File: src/rtl/fifo_arb_pkg.sv
`default_nettype none
// ============================================================================
//  Module   : fifo_arb_pkg
//  Brief    : Shared types, defaults and helpers for the FIFO write arbiter.
//  Revision : 1.0 - initial release
// ============================================================================
package fifo_arb_pkg;

    typedef enum logic [0:0] {
        IDLE = 1'b0,
        OWN  = 1'b1
    } arb_state_t;

    localparam int c_DEF_NUM_REQ    = 4;
    localparam int c_DEF_FIFO_WIDTH = 16;
    localparam int c_DEF_MAX_BURST  = 2;
    localparam int c_DEF_CNT_W      = 16;

    // Index width that stays legal (>=1) even for a single-entry vector.
    function automatic int idx_width(input int n);
        return (n > 1) ? $clog2(n) : 1;
    endfunction

endpackage
`default_nettype wire

File: src/rtl/rr_pick.sv
`default_nettype none
// ============================================================================
//  Module   : rr_pick
//  Brief    : Rotating-priority encoder; first set request after ptr, with wrap.
//  Revision : 1.0 - initial release
// ============================================================================
module rr_pick #(
    parameter int N  = 4,
    parameter int IW = 2
) (
    input  logic [N-1:0]  req,
    input  logic [IW-1:0] ptr,
    output logic          found,
    output logic [IW-1:0] idx
);

    // Scan farthest-to-nearest so the nearest candidate after ptr wins.
    always_comb begin
        found = 1'b0;
        idx   = '0;
        for (int k = N; k >= 1; k--) begin
            logic [IW-1:0] w_cand;
            w_cand = IW'((int'(ptr) + k) % N);
            if (req[w_cand]) begin
                found = 1'b1;
                idx   = w_cand;
            end
        end
    end

endmodule
`default_nettype wire

File: src/rtl/fifo_wr_arbiter.sv
`default_nettype none
// ============================================================================
//  Module   : fifo_wr_arbiter
//  Brief    : Round-robin, burst-bounded arbiter for a shared FIFO write port.
//  Revision : 1.0 - initial release
// ============================================================================
module fifo_wr_arbiter
    import fifo_arb_pkg::*;
#(
    parameter int NUM_REQ    = c_DEF_NUM_REQ,
    parameter int FIFO_WIDTH = c_DEF_FIFO_WIDTH,
    parameter int MAX_BURST  = c_DEF_MAX_BURST,
    parameter int CNT_W      = c_DEF_CNT_W
) (
    input  logic                          clk,
    input  logic                          rst,
    input  logic [NUM_REQ-1:0]            req_valid,
    input  logic [NUM_REQ*FIFO_WIDTH-1:0] req_data,
    output logic [NUM_REQ-1:0]            req_ready,
    input  logic                          fifo_full,
    input  logic                          fifo_almostfull,
    input  logic                          fifo_wr_ack,
    input  logic                          fifo_overflow,
    output logic                          fifo_wr_en,
    output logic [FIFO_WIDTH-1:0]         fifo_data_in,
    output logic [$clog2(NUM_REQ)-1:0]    grant_id,
    output logic [CNT_W-1:0]              wr_cnt,
    output logic                          err_overflow,
    output logic                          err_ack
);

    localparam int IW = idx_width(NUM_REQ);
    localparam int BW = $clog2(MAX_BURST + 1);
    localparam logic [CNT_W-1:0] c_CNT_ONE = {{(CNT_W-1){1'b0}}, 1'b1};

    arb_state_t          r_state, w_state_nxt;
    logic [IW-1:0]       r_owner, w_owner_nxt;
    logic [IW-1:0]       r_rr_ptr, w_rr_ptr_nxt;
    logic [BW-1:0]       r_beat_cnt, w_beat_nxt;
    logic [CNT_W-1:0]    r_outstanding;

    logic                w_can_write;
    logic                w_found;
    logic [IW-1:0]       w_winner;
    logic                w_accept;
    logic [IW-1:0]       w_acc_idx;
    logic [FIFO_WIDTH-1:0] w_acc_data;

    // A registered write still in flight already consumes the last free slot.
    assign w_can_write = !fifo_full && !(fifo_almostfull && fifo_wr_en);

    rr_pick #(
        .N  (NUM_REQ),
        .IW (IW)
    ) u_pick (
        .req   (req_valid),
        .ptr   (r_rr_ptr),
        .found (w_found),
        .idx   (w_winner)
    );

    // State register
    always_ff @(posedge clk or posedge rst) begin
        if (rst) begin
            r_state    <= IDLE;
            r_owner    <= '0;
            r_rr_ptr   <= IW'(NUM_REQ - 1);
            r_beat_cnt <= '0;
        end else begin
            r_state    <= w_state_nxt;
            r_owner    <= w_owner_nxt;
            r_rr_ptr   <= w_rr_ptr_nxt;
            r_beat_cnt <= w_beat_nxt;
        end
    end

    // Next-state logic
    always_comb begin
        w_state_nxt  = r_state;
        w_owner_nxt  = r_owner;
        w_rr_ptr_nxt = r_rr_ptr;
        w_beat_nxt   = r_beat_cnt;
        case (r_state)
            IDLE: begin
                if (w_accept) begin
                    if (MAX_BURST == 1) begin
                        w_rr_ptr_nxt = w_winner;
                    end else begin
                        w_state_nxt = OWN;
                        w_owner_nxt = w_winner;
                        w_beat_nxt  = BW'(1);
                    end
                end
            end
            OWN: begin
                if (!req_valid[r_owner]) begin
                    w_state_nxt  = IDLE;
                    w_rr_ptr_nxt = r_owner;
                end else if (w_accept) begin
                    if (r_beat_cnt == BW'(MAX_BURST - 1)) begin
                        w_state_nxt  = IDLE;
                        w_rr_ptr_nxt = r_owner;
                    end else begin
                        w_beat_nxt = r_beat_cnt + BW'(1);
                    end
                end
            end
            default: w_state_nxt = IDLE;
        endcase
    end

    // Output logic: handshake and accepted-beat selection
    always_comb begin
        req_ready = '0;
        w_accept  = 1'b0;
        w_acc_idx = r_owner;
        if (!rst) begin
            case (r_state)
                IDLE: begin
                    if (w_found && w_can_write) begin
                        req_ready[w_winner] = 1'b1;
                        w_accept            = 1'b1;
                        w_acc_idx           = w_winner;
                    end
                end
                OWN: begin
                    if (req_valid[r_owner] && w_can_write) begin
                        req_ready[r_owner] = 1'b1;
                        w_accept           = 1'b1;
                    end
                end
                default: ;
            endcase
        end
    end

    always_comb begin
        w_acc_data = '0;
        for (int i = 0; i < NUM_REQ; i++) begin
            if (w_acc_idx == IW'(i)) begin
                w_acc_data = req_data[i*FIFO_WIDTH +: FIFO_WIDTH];
            end
        end
    end

    // Write datapath: one-cycle registered path to the FIFO
    always_ff @(posedge clk or posedge rst) begin
        if (rst) begin
            fifo_wr_en   <= 1'b0;
            fifo_data_in <= '0;
            grant_id     <= '0;
            wr_cnt       <= '0;
        end else begin
            fifo_wr_en <= w_accept;
            if (w_accept) begin
                fifo_data_in <= w_acc_data;
                grant_id     <= w_acc_idx;
                wr_cnt       <= wr_cnt + c_CNT_ONE;
            end
        end
    end

    // Ack tracking and sticky error flags
    always_ff @(posedge clk or posedge rst) begin
        if (rst) begin
            r_outstanding <= '0;
            err_overflow  <= 1'b0;
            err_ack       <= 1'b0;
        end else begin
            case ({fifo_wr_en, fifo_wr_ack})
                2'b10: r_outstanding <= r_outstanding + c_CNT_ONE;
                2'b01: begin
                    if (r_outstanding == '0) begin
                        err_ack <= 1'b1;
                    end else begin
                        r_outstanding <= r_outstanding - c_CNT_ONE;
                    end
                end
                default: ;
            endcase
            if (fifo_overflow) begin
                err_overflow <= 1'b1;
            end
        end
    end

endmodule
`default_nettype wire

File: config.mk
export PLATFORM = sky130hd
export DESIGN_NAME = fifo_wr_arbiter
export DESIGN_NICKNAME = d
export VERILOG_FILES = /design/src/rtl/fifo_arb_pkg.sv /design/src/rtl/rr_pick.sv /design/src/rtl/fifo_wr_arbiter.sv
export SDC_FILE = /design/constraint.sdc
export NUM_CORES = 1
export LEC_CHECK = 0
export CAP_MARGIN = 10
export CORE_MARGIN = 10
export CORE_UTILIZATION = 33
export CTS_CLUSTER_SIZE = 40
export DETAILED_ROUTE_END_ITERATION = 10
export HOLD_SLACK_MARGIN = 0.08
export PLACE_DENSITY = 0.57
export REMOVE_ABC_BUFFERS = 1
export SLEW_MARGIN = 20
export SYNTH_ARGS = -nofsm -noshare
export SYNTH_HDL_FRONTEND = slang
export SYNTH_SLANG_ARGS = --single-unit
File: constraint.sdc
create_clock -name clk -period 6.9 [get_ports clk]
set_input_delay 1.38 -clock clk [delete_from_list [all_inputs] [get_ports clk]]
set_output_delay 1.38 -clock clk [all_outputs]
set_load 0.05 [all_outputs]
==> metrics.txt, run 1 <==
status completed; area of the core between 10,000 and 15,000 µm²; Slew headroom 46.5%; Max-Cap Viols 0; Main synth FF type dfrtp_1; Worst-Margin Slew around 0.8 ns; Root Buffer clkbuf_16; Post-DP Area 5170 µm²; # DRC 0; post-CTS sizing 0; most common cell in the netlist dfrtp_1; # setup viols final 0; PD cells 431 nW/µm²; post-synthesis cell type count 62; worst skew pair latency 0.34 ns; Reg2Reg Setup Slack 3.74 ns; Slew Limit Fails 0; number of synthesized flops with an enable pin 0; Period Utilization, post-route 75.2%; Worst R2R Path Depth 9; Initial DRC Count between 150 and 200; Warnings, synthesis 0; total congestion overflow 0; Crit Reg-Reg Endpoint r_outstanding[15]; Setup CP Type input pin to primary output; RSZ-0062 raised after global routing false; share of layout cells above drive strength 1 between 10% and 20%; dpl hpwl 8890 µm; final WL 11,900 µm; Worst VDD drop 0.000158 V; setup TNS 0 ns; CTS tree done; global-route wire length before repair 19,100 µm; vias in the first global route about 3,700; Syn Area/Cell between 9 and 10 µm²; final hold slack 0.456 ns; pre-CTS setup slack 1.75 ns; total CTS buffers 9; leakage roughly 2.3 nW; post-detailed-route count of antenna-violating nets 0; fmax 193 MHz; gpl congestion between 0.7 and 0.8; final core utilization about 48%; Mapped Cells 411; # placed instances 655; synth cell count leaders 58 x dfrtp_1, 49 x nand2_1, 34 x nor2b_1; Non-Filler Instances around 670; GRT Util Overall 14.4%; total iterations of the first detailed-routing run 4; Crit path required time around 5.5 ns; Starting Density 34.1%; Vias 3,483; critical path endpoint req_ready[2]; Num Clock Sinks 60; Die ar. 16,700 µm²; worst r2r src fifo_wr_en; largest net degree at the start of global routing 61; Critical Path Sink Type primary output; layout net count a little over 600; setup bufs post-CTS 0; row count 39; CTS max path bufs 2; number of port buffers 114; Yosys top cell by area dfrtp_1; register area share after synthesis between 30% and 40%; hold_sp err_ack; die width 129 µm; final hold violations 0; Setup WS post-layout 1.71 ns; Reg clk slew, reported paths roughly 0.060 ns; area grow syn2layout 39.4%; final instance area 5470 µm²; Seq cells post-synth 60; drt wl/cell 17.7 µm; Post-CTS Hold Fix Bufs 0; Max Clock Skew 0.00949 ns; Via density a little over 5; # H-tree levels 3; Startpoint Class input pin; I/O Pins 115; CP startpoint req_valid[3]; top cell type's share of synthesized area around 37%; Synth Cell Area roughly 3900 µm²; # diodes 0; share of synthesized registers carrying an async set or reset 100%; ranking of synthesized cells by area dfrtp_1 37%, nor2b_1 5.4%, ha_1 5.1%; total power 2.36 mW; CP arrival 3.81 ns; initial antenna violation count 0; chip height 129 µm; CP Max Fanout 5; HP Class register to register; Tmin final 5.19 ns
[routing by layer]
metal	GRT usage (%)	wire, µm	vias up
met2	22.3	5440	90
li1	-	-	1705
met5	0	0	-
met1	17.2	5160	1670
met4	5.35	255	0
met3	6.65	1020	18
[logic make-up (layout without fill, tap and decap cells)]
family	Yosys count	in the layout	synth area share (%)
and+or+nand+nor	175	175	23.6
AOI/OAI and AO/OA	102	102	21.4
DFF	60	60	38.3
buffers and inverters	26	143	3.25
xor gates and xnor gates	25	25	5.58
adders and majority gates	17	17	5.61
muxes	6	6	2.26
[registers in the layout, indices dropped and copies added (netlist names)]
name and flops:
r_state 1, fifo_data_in 16, err_ack 1, wr_cnt 16, r_outstanding 16, r_owner 2, r_beat_cnt 2, err_overflow 1
r_rr_ptr 2, fifo_wr_en 1, grant_id 2
[where the power goes]
group | total [mW] | leakage, nW | internal (mW) | switching, mW
clock network | 0.460 | 0.142 | 0.281 | 0.179
logic | 1.28 | 1.39 | 0.518 | 0.766
registers | 0.617 | 0.730 | 0.491 | 0.126
total | 2.36 | 2.26 | 1.29 | 1.07
[final cells by class]
type                            count  area, µm²
Multi-Input combinational cell    325       2300
Sequential cell                    60       1500
Clock inverter                      7       76.3
Fill cell                        1096       6040
Tap cell                          143        179
Clock buffer                        9        225
Timing Repair Buffer              115       1150
Inverter                           12       45.0
[layout by cell type, fill, tap and decap left out, types with 4 or more instances in the layout]
master / synthesis / final
o41ai_2: 10 / 10
nand3_1: 7 / 7
nor3_1: 4 / 4
o21ai_0: 15 / 15
o41ai_1: 6 / 6
xnor2_1: 18 / 18
clkbuf_16: 0 / 9
dfrtp_1: 58 / 58
a211oi_1: 16 / 16
a21o_1: 7 / 7
ha_1: 16 / 16
xor2_1: 7 / 7
nor2b_1: 34 / 34
inv_1: 10 / 9
nor2_1: 24 / 24
and2_1: 19 / 19
a211oi_2: 5 / 5
clkdlybuf4s50_1: 0 / 114
nand4_1: 6 / 6
o211ai_1: 4 / 4
nand2b_1: 9 / 9
nand2_1: 49 / 49
a21oi_1: 16 / 16
[critical path, stage by stage]
cell and delay, ns:
clkdlybuf4s50_1 0.55, nand3b_1 0.11, a31oi_1 0.43, nor2b_1 0.28, inv_1 0.06, o32ai_1 0.13
clkdlybuf4s50_1 0.86
[worst min path at each step]
stage                             endpoint  slack [ns]  cells after the start
after CTS                          err_ack        0.46                      1
after global routing               err_ack        0.47                      1
final                              err_ack        0.46                      1
after floorplan           r_outstanding[6]        0.47                      2
after detailed placement           err_ack        0.45                      1
after global placement             err_ack        0.44                      1
No activity file was read; power rests on OpenSTA's default activity.
==> inputs of run 2 (changes only) <==
PLACE_DENSITY = 0.59   (was 0.57)
clock period = 4.6 ns   (was 6.9 ns; I/O delays follow)
==> metrics.txt, run 2 (synthesis results as in run 1) <==
Buf/Inv on CP 3 (unchanged); worst-path cell chain clkdlybuf4s50_1, nand3b_1, a31oi_1, nor2b_1, inv_1, o32ai_1, clkdlybuf4s50_1 (unchanged); post-detailed-route count of antenna-violating nets 0 (unchanged); # H-tree levels 3 (unchanged); Reg2Reg Setup Slack 1.43 ns (was 3.74 ns); final instance area 5470 µm² (about the same); GRT Util Overall 14.1% (was 14.4%); final hold violations 0 (unchanged); Non-Filler Instances 674 (was 671); most frequent cells in the layout 114 x clkdlybuf4s50_1, 58 x dfrtp_1, 49 x nand2_1 (unchanged); largest net degree at the start of global routing 39 (was 61); CP top delay family buffers and inverters (unchanged); fmax roughly 230 MHz; Tmin final 4.35 ns; top flop regs fifo_data_in: 16 flops, r_outstanding: 16 flops, wr_cnt: 16 flops (unchanged); fill count 1,132 (was 1,096); Num Clock Sinks 60 (unchanged); layout net count 616 (was 614); die width 129 µm (unchanged); Max Clock Skew 0.00923 ns (was 0.00949 ns); switching share of power 45.8% (was 45.3%); row count 39 (unchanged); Vias 3,516 (was 3,483); Max-Cap Viols 0 (unchanged); Reg clk slew, reported paths 0.06 ns (about the same); Via density 5.22 (was 5.19); sequential share of power 26.7% (was 26.1%); CP arrival 3.43 ns (was 3.81 ns); total power 3.50 mW (was 2.36 mW); Post-CTS Hold Fix Bufs 0 (unchanged); drt wl/cell 17.1 µm (was 17.7 µm); pre-CTS setup slack 0.267 ns (was 1.75 ns); Die ar. 16,700 µm² (unchanged); combinational group share of total power 55.2% (was 54.4%); total congestion overflow 0 (unchanged); Slew headroom 44.9% (was 46.5%); post-CTS sizing 0 (unchanged); vias in the first global route 3,714 (was 3,650); area grow syn2layout 39.3% (was 39.4%); Post-DP Area 5190 µm² (was 5170 µm²); Crit path required time 3.68 ns (was 5.52 ns); worst skew pair latency 0.33 ns (was 0.34 ns); PD cells 639 nW/µm² (was 431 nW/µm²); status completed (unchanged); # DRC 0 (unchanged); Period Utilization, post-route 94.6%; CP Max Fanout 5 (unchanged); # placed instances 657 (was 655); Worst VDD drop 0.000260 V (was 0.000158 V); CTS tree done (unchanged); RSZ-0062 raised after global routing false (unchanged); slowest cell delay on critical path 0.87 ns (was 0.86 ns); total iterations of the first detailed-routing run 4 (unchanged); setup TNS 0 ns (unchanged); number of port buffers 114 (unchanged); dpl hpwl 8960 µm (was 8890 µm); setup bufs post-CTS 0 (unchanged); internal power contribution 1.89 mW (was 1.29 mW); HP Class register to register (unchanged); Psw 1.60 mW (was 1.07 mW); final core utilization 47.5% (about the same); gpl congestion 0.831 (was 0.775); chip height 129 µm (unchanged); Most common cell on crit path clkdlybuf4s50_1 (unchanged); Clock power frac 18.1% (was 19.5%); most common cell after layout, fill and taps aside clkdlybuf4s50_1 (unchanged); Setup WS post-layout 0.249 ns (was 1.71 ns); Worst-Margin Slew 0.825 ns (was 0.803 ns); Cells on Worst Hold Path 1 (unchanged); Initial DRC Count 130 (was 165); initial antenna violation count 1 (was 0); global-route wire length before repair 19,000 µm (was 19,100 µm); final hold slack 0.455 ns (was 0.456 ns); leakage 2.27 nW (was 2.26 nW); Critical Path Sink Type primary output (unchanged); CP Depth 7 (unchanged); CTS max path bufs 2 (unchanged); Slew Limit Fails 0 (unchanged); share of layout cells above drive strength 1 10.6% (was 10.2%); Startpoint Class input pin (unchanged); Starting Density 34.1% (unchanged); area of the core 11,500 µm² (unchanged); slowest CP cell clkdlybuf4s50_1 (unchanged); total CTS buffers 9 (unchanged); Setup CP Type input pin to primary output (unchanged); # setup viols final 0 (unchanged); I/O Pins 115 (unchanged); Root Buffer clkbuf_16 (unchanged); final WL 11,500 µm (was 11,900 µm); Worst R2R Path Depth 9 (unchanged)
[run 2: path summary, 6_finish.rpt]
kind / start / end
min in group asynchronous: rst / fifo_data_in[2]
max in group asynchronous: rst / fifo_data_in[11]
hold / removal: err_ack / err_ack
setup / recovery: req_valid[3] / req_ready[2]
setup reg to reg: fifo_wr_en / r_outstanding[15]
hold reg to reg: err_ack / err_ack
[run 2: final cells by class]
| class | instances | area [µm²] | area share, % |
|---|---|---|---|
| clock inverters | 7 | 56.3 | 1.03 |
| repair buffers | 117 | 1160 | 21.3 |
| flip-flops and latches | 60 | 1500 | 27.5 |
| inverters | 12 | 45.0 | 0.823 |
| diodes | 1 | 2.50 | 0.0457 |
| clock buffers | 9 | 225 | 4.12 |
| multi-input cells | 325 | 2300 | 42.0 |
| well taps | 143 | 179 | 3.27 |
[run 2: worst reg2reg max path, delay by kind of cell (launching register included)]
family	cells	cell delay, ns
flip-flops	1	0.47
AND/OR/NAND/NOR	3	0.66
adder cells (fa/ha/maj)	1	0.36
buffers and inverters	1	0.46
AO/OA/AOI/OAI	4	1.12
[run 2: power by group through the flow]
stage                     Sequential (mW)  Clock (mW)  Combinational (mW)
after floorplan                      1.23           0                1.04
after global placement              0.932           0                1.92
after detailed placement            0.936           0                1.94
after CTS                           0.934       0.651                1.95
after global routing                0.967       0.679                2.13
final                               0.934       0.632                1.93
[run 2: metal layers]
layer | share of wire (%) | GRT usage, % | wire length, µm | vias to the layer above
li1 | - | - | - | 1711
met1 | 41 | 15.8 | 4750 | 1695
met2 | 47 | 23.1 | 5460 | 98
met3 | 9.5 | 7.50 | 1100 | 12
met4 | 1.9 | 3.81 | 223 | 0
met5 | 0 | 0 | 0 | -
==> inputs of run 3 (changes only) <==
CTS_CLUSTER_SIZE = 28   (was 40)
PLACE_DENSITY = 0.57   (was 0.59)
clock period = 4.25 ns   (was 4.6 ns; I/O delays follow)
==> metrics.txt, run 3 (synthesis results as in run 1) <==
vias in the first global route 3,737 (was 3,714); grt peak-use layer met2 (unchanged); initial antenna violation count 0 (was 1); most frequent cells in the layout 110 x clkdlybuf4s50_1, 58 x dfrtp_1, 49 x nand2_1 (was 114 x clkdlybuf4s50_1, 58 x dfrtp_1, 49 x nand2_1); # DRC 0 (unchanged); Tmin final 3.54 ns; Reg clk slew, reported paths 0.05 ns (was 0.06 ns); fill count 1,086 (was 1,132); Num Clock Sinks 60 (unchanged); Starting Density 34.1% (unchanged); Critical Path Sink Type primary output (unchanged); # H-tree levels 3 (unchanged); Crit Reg-Reg Endpoint r_outstanding[15] (unchanged); chip height 129 µm (unchanged); leakage 2.32 nW (was 2.27 nW); Setup CP Type input pin to primary output (unchanged); Slew headroom 60.4% (was 44.9%); worst skew pair latency 0.33 ns (about the same); # placed instances 658 (was 657); pre-CTS setup slack 0.614 ns (was 0.267 ns); Die ar. 16,700 µm² (unchanged); CTS tree done (unchanged); fmax 282 MHz; area of the core 11,500 µm² (unchanged); Vias 3,496 (was 3,516); Reg2Reg Setup Slack 1.32 ns (was 1.43 ns); Worst R2R Path Depth 9 (unchanged); share of layout cells above drive strength 1 11.5% (was 10.6%); final hold violations 0 (unchanged); status completed (unchanged); most common cell after layout, fill and taps aside clkdlybuf4s50_1 (unchanged); final WL 12,000 µm (was 11,500 µm); Worst-Margin Slew 0.593 ns (was 0.825 ns); Period Utilization, post-route around 83%; setup TNS 0 ns (unchanged); layout net count 617 (was 616); gpl congestion 0.783 (was 0.831); CP startpoint req_valid[3] (unchanged); top flop regs fifo_data_in: 16 flops, r_outstanding: 16 flops, wr_cnt: 16 flops (unchanged); die width 129 µm (unchanged); Initial DRC Count 209 (was 130); PD cells 727 nW/µm² (was 639 nW/µm²); Setup WS post-layout 0.707 ns (was 0.249 ns); post-CTS sizing 0 (unchanged); # setup viols final 0 (unchanged); critical path endpoint req_ready[2] (unchanged); GRT Util Overall 14.5% (was 14.1%); drt wl/cell 17.8 µm (was 17.1 µm); total power 4.04 mW (was 3.50 mW); total congestion overflow 0 (unchanged); I/O Pins 115 (unchanged); met2 Use GR 24.1% (was 23.1%); Slew Limit Fails 0 (unchanged); # diodes 0 (was 1); setup bufs post-CTS 0 (unchanged); Root Buffer clkbuf_16 (unchanged); Max-Cap Viols 0 (unchanged); Non-Filler Instances 674 (unchanged); global-route wire length before repair 19,300 µm (was 19,000 µm); HP Class register to register (unchanged); met1 Use GR 16.2% (was 15.8%); RSZ-0062 raised after global routing false (unchanged); Startpoint Class input pin (unchanged); Post-CTS Hold Fix Bufs 0 (unchanged); CTS max path bufs 2 (unchanged); Via density 5.19 (was 5.22); total CTS buffers 9 (unchanged); CP arrival 2.69 ns (was 3.43 ns); Worst VDD drop 0.000285 V (was 0.000260 V); row count 39 (unchanged); GRT met3 Usage 7.63% (was 7.50%); CP Max Fanout 5 (unchanged); Max Clock Skew 0.00665 ns (was 0.00923 ns); number of port buffers 114 (unchanged); largest net degree at the start of global routing 44 (was 39); area grow syn2layout 41.5% (was 39.3%); dpl hpwl 9230 µm (was 8960 µm); Crit path required time 3.40 ns (was 3.68 ns); total iterations of the first detailed-routing run 4 (unchanged); post-detailed-route count of antenna-violating nets 0 (unchanged); worst r2r src fifo_wr_en (unchanged)
[run 3: final cells by class]
cell class / count / area, µm² / share of cell area, %
Multi-Input combinational cell: 325 / 2300 / 41.3
Sequential cell: 60 / 1500 / 27.1
Timing Repair Buffer: 118 / 1160 / 20.9
Clock buffer: 9 / 225 / 4.05
Tap cell: 143 / 179 / 3.22
Clock inverter: 7 / 146 / 2.63
Inverter: 12 / 45.0 / 0.811
[run 3: through the flow]
stage	area (µm²)	hold WS (ns)	utilization (%)
2_1_floorplan	3840	0.469	-
3_3_place_gp	5180	0.453	45.0
3_5_place_dp	5180	0.450	45.0
4_1_cts	5560	0.462	48.3
5_1_grt	5560	0.478	48.3
6_report	5560	0.458	48.3
[run 3: critical path, stage by stage]
cell and delay (ns):
clkdlybuf4s50_1 0.54, nand3b_1 0.11, a31oi_1 0.47, nor2b_1 0.28, inv_1 0.06, o32ai_1 0.12, buf_4 0.25
[run 3: how the worst min path moves through the flow]
stage,cells past startpoint,endpoint,slack (ns),start
after floorplan,2,r_outstanding[6],0.47,r_outstanding[6]
after global placement,1,err_overflow,0.45,err_overflow
after detailed placement,1,err_ack,0.45,err_ack
after CTS,1,err_ack,0.46,err_ack
after global routing,1,err_ack,0.48,err_ack
final,1,err_ack,0.46,err_ack
[run 3: metal layers]
layer | vias to the layer above | wire, µm
met4 | 0 | 132
met1 | 1681 | 4940
met2 | 95 | 5770
met5 | - | 0
li1 | 1710 | -
met3 | 10 | 1150
[run 3: power breakdown]
| group | leakage [nW] | switching (mW) | total [mW] | internal (mW) |
|---|---|---|---|---|
| Sequential | 0.730 | 0.203 | 1.00 | 0.798 |
| Combinational | 1.41 | 1.27 | 2.12 | 0.850 |
| Clock | 0.181 | 0.280 | 0.918 | 0.637 |
